## config.mk

```make
export PLATFORM = sky130hd
export DESIGN_NAME = sync_fifo
export DESIGN_NICKNAME = d
export VERILOG_FILES = /design/src/rtl/sync_fifo_pkg.sv /design/src/rtl/sync_fifo_mem.sv /design/src/rtl/sync_fifo.sv
export SDC_FILE = /design/constraint.sdc
export NUM_CORES = 1
export LEC_CHECK = 0
export ABC_AREA = 1
export CAP_MARGIN = 40
export CORE_UTILIZATION = 60
export CTS_CLUSTER_DIAMETER = 80
export DETAILED_ROUTE_END_ITERATION = 6
export PLACE_DENSITY = 0.9
export SETUP_SLACK_MARGIN = 0.3
export SYNTH_ARGS = -nofsm -noshare
export SYNTH_HDL_FRONTEND = slang
export SYNTH_SLANG_ARGS = --single-unit
```

## constraint.sdc

```tcl
create_clock -name i_CLK -period 4.1 [get_ports i_CLK]
set_input_delay 0.615 -clock i_CLK [delete_from_list [all_inputs] [get_ports i_CLK]]
set_output_delay 0.615 -clock i_CLK [all_outputs]
set_load 0.02 [all_outputs]
```

## src/rtl/sync_fifo_pkg.sv

```systemverilog
// Shared constants and helpers for the single-clock FIFO.
// Used by sync_fifo and sync_fifo_mem (optional macro: SYNC_FIFO_ERR_FLAGS_EN).
package sync_fifo_pkg;

    localparam int DATA_WIDTH_DEF = 8;
    localparam int ADDR_WIDTH_DEF = 3;

    // Legal threshold bounds; the upper AF bound and AE bound follow the depth.
    localparam int AF_THRESH_MIN = 1;
    localparam int AE_THRESH_MIN = 0;

    function automatic int fifo_depth(input int addr_width);
        return 1 << addr_width;
    endfunction

    function automatic bit af_thresh_ok(input int thresh, input int addr_width);
        return (thresh >= AF_THRESH_MIN) && (thresh <= fifo_depth(addr_width));
    endfunction

    function automatic bit ae_thresh_ok(input int thresh, input int addr_width);
        return (thresh >= AE_THRESH_MIN) && (thresh <= fifo_depth(addr_width) - 1);
    endfunction

endpackage

```

## src/rtl/sync_fifo_mem.sv

```systemverilog
// Dual-port register array for sync_fifo: synchronous write, registered read.
// The array itself is not reset; only the read data register is.
module sync_fifo_mem
    import sync_fifo_pkg::*;
#(
    parameter int DATA_WIDTH = DATA_WIDTH_DEF,
    parameter int ADDR_WIDTH = ADDR_WIDTH_DEF
) (
    input  logic                  clk,
    input  logic                  rst_n,
    input  logic                  wr_en,
    input  logic [ADDR_WIDTH-1:0] wr_addr,
    input  logic [DATA_WIDTH-1:0] wr_data,
    input  logic                  rd_en,
    input  logic [ADDR_WIDTH-1:0] rd_addr,
    output logic [DATA_WIDTH-1:0] rd_data
);

    localparam int DEPTH = fifo_depth(ADDR_WIDTH);

    logic [DATA_WIDTH-1:0] mem [DEPTH];

    always_ff @(posedge clk) begin
        if (wr_en) begin
            mem[wr_addr] <= wr_data;
        end
    end

    // Holds the last word read when no read is accepted.
    always_ff @(posedge clk or negedge rst_n) begin
        if (!rst_n) begin
            rd_data <= '0;
        end else if (rd_en) begin
            rd_data <= mem[rd_addr];
        end
    end

endmodule

```

## src/rtl/sync_fifo.sv

```systemverilog
// Single-clock FIFO: binary pointers with a wrap bit, occupancy count,
// almost-full/almost-empty flags and a registered read with a valid strobe.
// Optional sticky overflow/underflow flags under `SYNC_FIFO_ERR_FLAGS_EN.
module sync_fifo
    import sync_fifo_pkg::*;
#(
    parameter int DATA_WIDTH = DATA_WIDTH_DEF,
    parameter int ADDR_WIDTH = ADDR_WIDTH_DEF,
    parameter int AF_THRESH  = 6,
    parameter int AE_THRESH  = 1
) (
    input  logic                  i_CLK,
    input  logic                  i_RST,
    input  logic                  i_W_INC,
    input  logic [DATA_WIDTH-1:0] i_WR_DATA,
    input  logic                  i_R_INC,
    output logic [DATA_WIDTH-1:0] o_RD_DATA,
    output logic                  o_RD_VALID,
    output logic                  o_FULL,
    output logic                  o_EMPTY,
    output logic                  o_ALMOST_FULL,
    output logic                  o_ALMOST_EMPTY,
    output logic [ADDR_WIDTH:0]   o_COUNT
`ifdef SYNC_FIFO_ERR_FLAGS_EN
    ,
    input  logic                  i_ERR_CLR,
    output logic                  o_OVERFLOW,
    output logic                  o_UNDERFLOW
`endif
);

    if (!af_thresh_ok(AF_THRESH, ADDR_WIDTH)) begin : g_af_illegal
        $error("sync_fifo: AF_THRESH outside 1..FIFO_DEPTH");
    end
    if (!ae_thresh_ok(AE_THRESH, ADDR_WIDTH)) begin : g_ae_illegal
        $error("sync_fifo: AE_THRESH outside 0..FIFO_DEPTH-1");
    end

    localparam logic [ADDR_WIDTH:0] AF_LVL  = AF_THRESH[ADDR_WIDTH:0];
    localparam logic [ADDR_WIDTH:0] AE_LVL  = AE_THRESH[ADDR_WIDTH:0];
    localparam logic [ADDR_WIDTH:0] PTR_ONE = {{ADDR_WIDTH{1'b0}}, 1'b1};

    logic [ADDR_WIDTH:0]   wr_ptr;
    logic [ADDR_WIDTH:0]   rd_ptr;
    logic [ADDR_WIDTH-1:0] wr_addr;
    logic [ADDR_WIDTH-1:0] rd_addr;
    logic                  wr_acc;
    logic                  rd_acc;
    logic                  rd_valid;

    assign wr_addr = wr_ptr[ADDR_WIDTH-1:0];
    assign rd_addr = rd_ptr[ADDR_WIDTH-1:0];

    // Flags depend only on registered pointers, never on this cycle's requests.
    assign o_COUNT        = wr_ptr - rd_ptr;
    assign o_EMPTY        = (wr_ptr == rd_ptr);
    assign o_FULL         = (wr_ptr[ADDR_WIDTH] != rd_ptr[ADDR_WIDTH]) && (wr_addr == rd_addr);
    assign o_ALMOST_FULL  = (o_COUNT >= AF_LVL);
    assign o_ALMOST_EMPTY = (o_COUNT <= AE_LVL);

    // Request/accept: a write is taken when not full, a read when not empty;
    // rejected requests are dropped, and accepted read data appears one cycle
    // later qualified by o_RD_VALID.
    assign wr_acc = i_W_INC && !o_FULL;
    assign rd_acc = i_R_INC && !o_EMPTY;

    always_ff @(posedge i_CLK or negedge i_RST) begin
        if (!i_RST) begin
            wr_ptr   <= '0;
            rd_ptr   <= '0;
            rd_valid <= 1'b0;
        end else begin
            if (wr_acc) begin
                wr_ptr <= wr_ptr + PTR_ONE;
            end
            if (rd_acc) begin
                rd_ptr <= rd_ptr + PTR_ONE;
            end
            rd_valid <= rd_acc;
        end
    end

    assign o_RD_VALID = rd_valid;

    sync_fifo_mem #(
        .DATA_WIDTH (DATA_WIDTH),
        .ADDR_WIDTH (ADDR_WIDTH)
    ) u_mem (
        .clk     (i_CLK),
        .rst_n   (i_RST),
        .wr_en   (wr_acc),
        .wr_addr (wr_addr),
        .wr_data (i_WR_DATA),
        .rd_en   (rd_acc),
        .rd_addr (rd_addr),
        .rd_data (o_RD_DATA)
    );

`ifdef SYNC_FIFO_ERR_FLAGS_EN
    logic overflow;
    logic underflow;

    // Set wins over clear so an error in the clearing cycle is not lost.
    always_ff @(posedge i_CLK or negedge i_RST) begin
        if (!i_RST) begin
            overflow  <= 1'b0;
            underflow <= 1'b0;
        end else begin
            if (i_W_INC && o_FULL) begin
                overflow <= 1'b1;
            end else if (i_ERR_CLR) begin
                overflow <= 1'b0;
            end
            if (i_R_INC && o_EMPTY) begin
                underflow <= 1'b1;
            end else if (i_ERR_CLR) begin
                underflow <= 1'b0;
            end
        end
    end

    assign o_OVERFLOW  = overflow;
    assign o_UNDERFLOW = underflow;
`endif

endmodule

```

**Word level (Yosys, flattened, before mapping)**

Memory sizes are Yosys's and may differ from the RTL's. A register that Yosys moved wholly into a read port is not among the register bits.
Cells that the tools add are included.
W data, S select, Z words.

- Memories kept: 1
- Logic and storage cells: 20
- Memory bits (writable): 64
- Output and inout port bits: 17
- Bits in registers: 9

Memories:

| name | words | width | read ports | clocked after memory_dff | write ports | RTL line | RTL |
|---|---|---|---|---|---|---|---|
| u_mem.mem | 8 | 8 | 1 | 1 | 1 | sync_fifo_mem.sv:21 | `logic [DATA_WIDTH-1:0] mem [DEPTH];` |

- Mux-type cells: 2
- $add $sub $neg: 3
- Order comparisons: 2
- Reductions and logical operators: 6
- Equality and inequality tests: 3

Operators with widths:

| cell | number |
|---|---|
| $add A4 B1 Y4 const B | 2 |
| $eq A4 B4 Y1 | 1 |
| $ge A4 B3 Y1 const B | 1 |
| $le A4 B1 Y1 const B | 1 |
| $sub A4 B4 Y4 | 1 |
| $eq A3 B3 Y1 | 1 |
| $logic_and A1 B1 Y1 | 3 |
| $logic_not A1 Y1 | 3 |
| $mux W1 | 2 |
| $ne A1 B1 Y1 | 1 |

**Logic depth before layout (Yosys ltp)**

- Depth after elaboration: 6
- Mapped depth: 12
- Mapped depth without buffers: 10

**By module**

Synthesis repeated with hierarchy kept, for this count alone.

- Cells, all modules: 382
- Area, all modules: 3724.8 um^2

Modules (own cells, without submodules):

| module | cells an instance | seq. area each (um^2) | times used | area each (um^2) |
|---|---|---|---|---|
| sync_fifo_mem | 297 | 2122.0 | 1 | 3089.2 |
| sync_fifo | 85 | 225.2 | 1 | 635.6 |

**Least setup slack after synthesis**

OpenSTA, ideal clock, no wires.

- Path kind: reg-to-output
- Start: register rd_ptr[1]
- End: output port o_ALMOST_EMPTY
- Buffers on the path: 2
- Stages on the path, launching flop included: 10
- Data arrival time: 1988 ps
- Path slack: 1497 ps
- Data required time: 3485 ps
- Cell sequence: dfrtp_1 -> buf_2 -> inv_2 -> buf_2 -> ha_1 -> nand3b_1 -> nand2_1 -> nand2_1 -> nand2_1 -> nor3_1

- Cells in the longest elaborated chain, start to end: 2

RTL lines:

| item | RTL line | RTL |
|---|---|---|
| start: declaration | sync_fifo.sv:44 | `logic [ADDR_WIDTH:0] rd_ptr;` |
| start signal: assignment | sync_fifo.sv:77 | `rd_ptr <= rd_ptr + PTR_ONE;` |
| $sub A4 B4 Y4 | sync_fifo.sv:55 | `assign o_COUNT = wr_ptr - rd_ptr;` |
| net o_COUNT[3] | sync_fifo.sv:23 | `output logic [ADDR_WIDTH:0] o_COUNT` |
| $le A4 B1 Y1 | sync_fifo.sv:59 | `assign o_ALMOST_EMPTY = (o_COUNT <= AE_LVL);` |
| end: declaration | sync_fifo.sv:22 | `output logic o_ALMOST_EMPTY,` |

The timed path passes the listed nets, and every way through them passes these cells.

**Worst setup path in the final report**

- Start: register rd_ptr[2]
- End: output port o_ALMOST_EMPTY

- Cells in the longest elaborated chain, start to end: 2

RTL lines:

| item | RTL line |
|---|---|
| $sub A4 B4 Y4 | sync_fifo.sv:55 |
| $le A4 B1 Y1 | sync_fifo.sv:59 |

No other way between the ends.

==> metrics <==
PwrDens 780 nW/um^2; post-synthesis instance area 3690 sq um; Crit. End Element primary output; Fmax 299 MHz; Final TNS setup 0 ns; Setup Viol. Count Final 0; sequential area share after synthesis 63.6%; Clock power frac 17.5%; Setup CP Type register to primary output; multi-input gate area in the final layout 1030 sq um; Area growth, synth to finish 13.9%; commonest non-fill, non-tap cell in the layout nand2_1; commonest cells after routing, fill and taps aside 120 x nand2_1, 64 x edfxtp_1, 57 x inv_1; crit path launch rd_ptr[2]$_DFFE_PN0P_; via count 2548; Sw Pwr 0.00135 W; # DRC 0; I/O pin count 29; via-per-instance ratio 5.40; worst vdd ir 0.673 mV; Pre-Repair DR Iteration Count 5; CP top delay family buffers and inverters; Int Pwr 0.00192 W; Starting Density 62.3%; CP most frequent cell nand2_1; Iter 0 DRT Violations 229; Final min period 3.35 ns; clk_skew 0.0130 ns; register area 2350 sq um; Worst Tran Pin Value 0.819 ns; WP buf/inv 2; WP data required 3.48 ns; clock-pin slew on the worst setup and hold paths 0.08 ns; YS warnings 0; Logic pwr share 46.1%; CP Data Arrival Time 2.73 ns; Routed Antenna Nets 0; Core Region 5920 sq um; Port Buffers 28; Overall Power 0.00327 W; Congestion Overflow GR 0; Syn Nets 381; root buffer cell clkbuf_8; Hold Crit Class register to register; Slew headroom 45.2%; Slew Viols, Final 0; die area 6460 sq um; CP Cell Sequence inv_2 > ha_1 > a21oi_1 > nand2_1 > nand2_1 > nand2_1 > nor3_1 > clkdlybuf4s50_1; Longest Clk Path Bufs 2; initial antenna violation count 0; final wirelength 7.11 mm; TritonCTS clock tree yes; hold buffers post-CTS 0; first-pass GRT wire length 11.6 mm; H-tree levels 3; Max FO, Critical Path 11; Clk Latency, worst-skew pair 0.36 ns; CTS buffer count 9; number of max-cap violations 0; clock tree sinks 81; switching part of the total 41.4%; row count 28; number of global-route vias before repair 2489; Final Cycle Share 81.7%; Mean Syn Cell Area 10.2 sq um; die width 80.4 microns; unrepaired setup endpoints after global routing no; share of post-route cells with drive strength above 1 10.6%; register share of total power 36.4%; Final #Nets 410; post-synthesis cell count 363; GRT Util Overall 25.4%; outcome complete, no violations; fillers 412; Ant. Diodes 0; min-delay src u_mem.rd_data[2]$_DFFE_PN0P_; routability cong. 0.868; final hold vios 0; pin count of the biggest net entering global routing 36; Startpoint Class register; Die Y 80.4 microns; #FFs+latches synth 81; max incr delay on CP 0.64 ns; detailed-placement wirelength estimate 4.76 mm; slowest cell on the critical path clkdlybuf4s50_1; WL/cell 15.1 microns; Post-CTS Setup Inserts 0; Leak 1.88 nW; Crit Reg-Reg Startpoint rd_ptr[1]$_DFFE_PN0P_; Netlist cell types 25
## logic make-up after synthesis
logic type	synth area share, %
adder cells (fa/ha/maj)	2.24
XOR/XNOR	1.19
flip-flops	63.6
AND/OR/NAND/NOR	23.6
AO/OA/AOI/OAI	0.746
buffers and inverters	8.55
## power by group through the flow
stage	combinational [W]	sequential, W	clock (W)
CTS	0.00151	0.00119	0.000580
global placement	0.00144	0.00120	0
floorplan	0.00101	0.00120	0
finish	0.00151	0.00119	0.000572
global route	0.00166	0.00121	0.000607
detailed placement	0.00150	0.00121	0
## layer usage
| metal | vias to the layer above | part of all wire [%] | GRT usage, % |
|---|---|---|---|
| li1 | 1210 | - | - |
| met1 | 1191 | 41 | 32.9 |
| met2 | 128 | 49 | 39.0 |
| met3 | 19 | 8.6 | 7.73 |
| met4 | 0 | 1.7 | 12.1 |
| met5 | - | 0 | 0 |
## sequential cells by signal, indices dropped and copies added, names as in the netlist
register / flops
o_RD_VALID: 1
rd_ptr: 4
u_mem.mem: 64
u_mem.rd_data: 8
wr_ptr: 4
## worst register-to-register path: cells and delay by family (launching register included)
family                     cells  cell delay [ns]
and+or+nand+nor                6             1.04
DFF                            1             0.62
adders and majority gates      1             0.39
buffers and inverters          2             0.35
## stage by stage
stage               area (sq um)  hold WS, ns  instances  util (%)  setup WS [ns]
finish                      4200        0.487        472      70.9          0.752
detailed placement          4010        0.470        456      67.6          0.939
global placement            4010        0.462        456      67.6           1.04
global route                4200        0.512        472      70.9          0.503
floorplan                   3690        0.319        363         -           1.50
CTS                         4200        0.488        472      70.9          0.527
## cell usage after synthesis
| library cell | number | share of area (%) |
|---|---|---|
| nand3b_1 | 1 | 0.20 |
| nand2_4 | 1 | 0.31 |
| nand2_2 | 5 | 0.85 |
| nor2_1 | 8 | 0.81 |
| xor2_1 | 4 | 0.95 |
| a21oi_1 | 1 | 0.14 |
| nor2_4 | 1 | 0.31 |
| nand3_1 | 43 | 5.8 |
| ha_1 | 5 | 1.7 |
| buf_8 | 1 | 0.41 |
| nand2_8 | 1 | 0.54 |
| inv_1 | 57 | 5.8 |
| o21ai_0 | 3 | 0.41 |
| nor3_1 | 1 | 0.14 |
| dfrtp_1 | 17 | 12 |
| xnor2_1 | 1 | 0.24 |
| buf_2 | 10 | 1.4 |
| inv_4 | 1 | 0.17 |
| nand2_1 | 120 | 12 |
| buf_4 | 1 | 0.20 |
| edfxtp_1 | 64 | 52 |
| inv_2 | 6 | 0.61 |
| nand3_2 | 9 | 2.4 |
| o211ai_1 | 1 | 0.20 |
| fa_1 | 1 | 0.54 |
## final timing paths
check,to,slack (ns),cells after the start
worst min register to register,u_mem.rd_data[2]$_DFFE_PN0P_,0.49,2
worst max-delay path,o_ALMOST_EMPTY,0.75,8
min in group asynchronous,wr_ptr[3]$_DFFE_PN0P_,0.71,1
worst min-delay path,u_mem.rd_data[2]$_DFFE_PN0P_,0.49,2
max in group asynchronous,rd_ptr[1]$_DFFE_PN0P_,2.84,1
worst max register to register,u_mem.mem[2][3]$_DFFE_PP_,1.33,9
## area by class of cell
class | count | share of cell area (%)
Inverter | 64 | 5.78
Multi-Input combinational cell | 206 | 24.4
Clock inverter | 7 | 1.67
Clock buffer | 9 | 2.95
Tap cell | 75 | 2.23
Timing Repair Buffer | 30 | 7.03
Sequential cell | 81 | 55.9
## what timing repair did
| item | in CTS | in global routing |
|---|---|---|
| hold endpoints to repair | 0 | 0 |
| endpoints found under the setup margin | 0 | 1 |
| gates resized for setup | 0 | 1 |
Power figures use the tool's default switching activity.
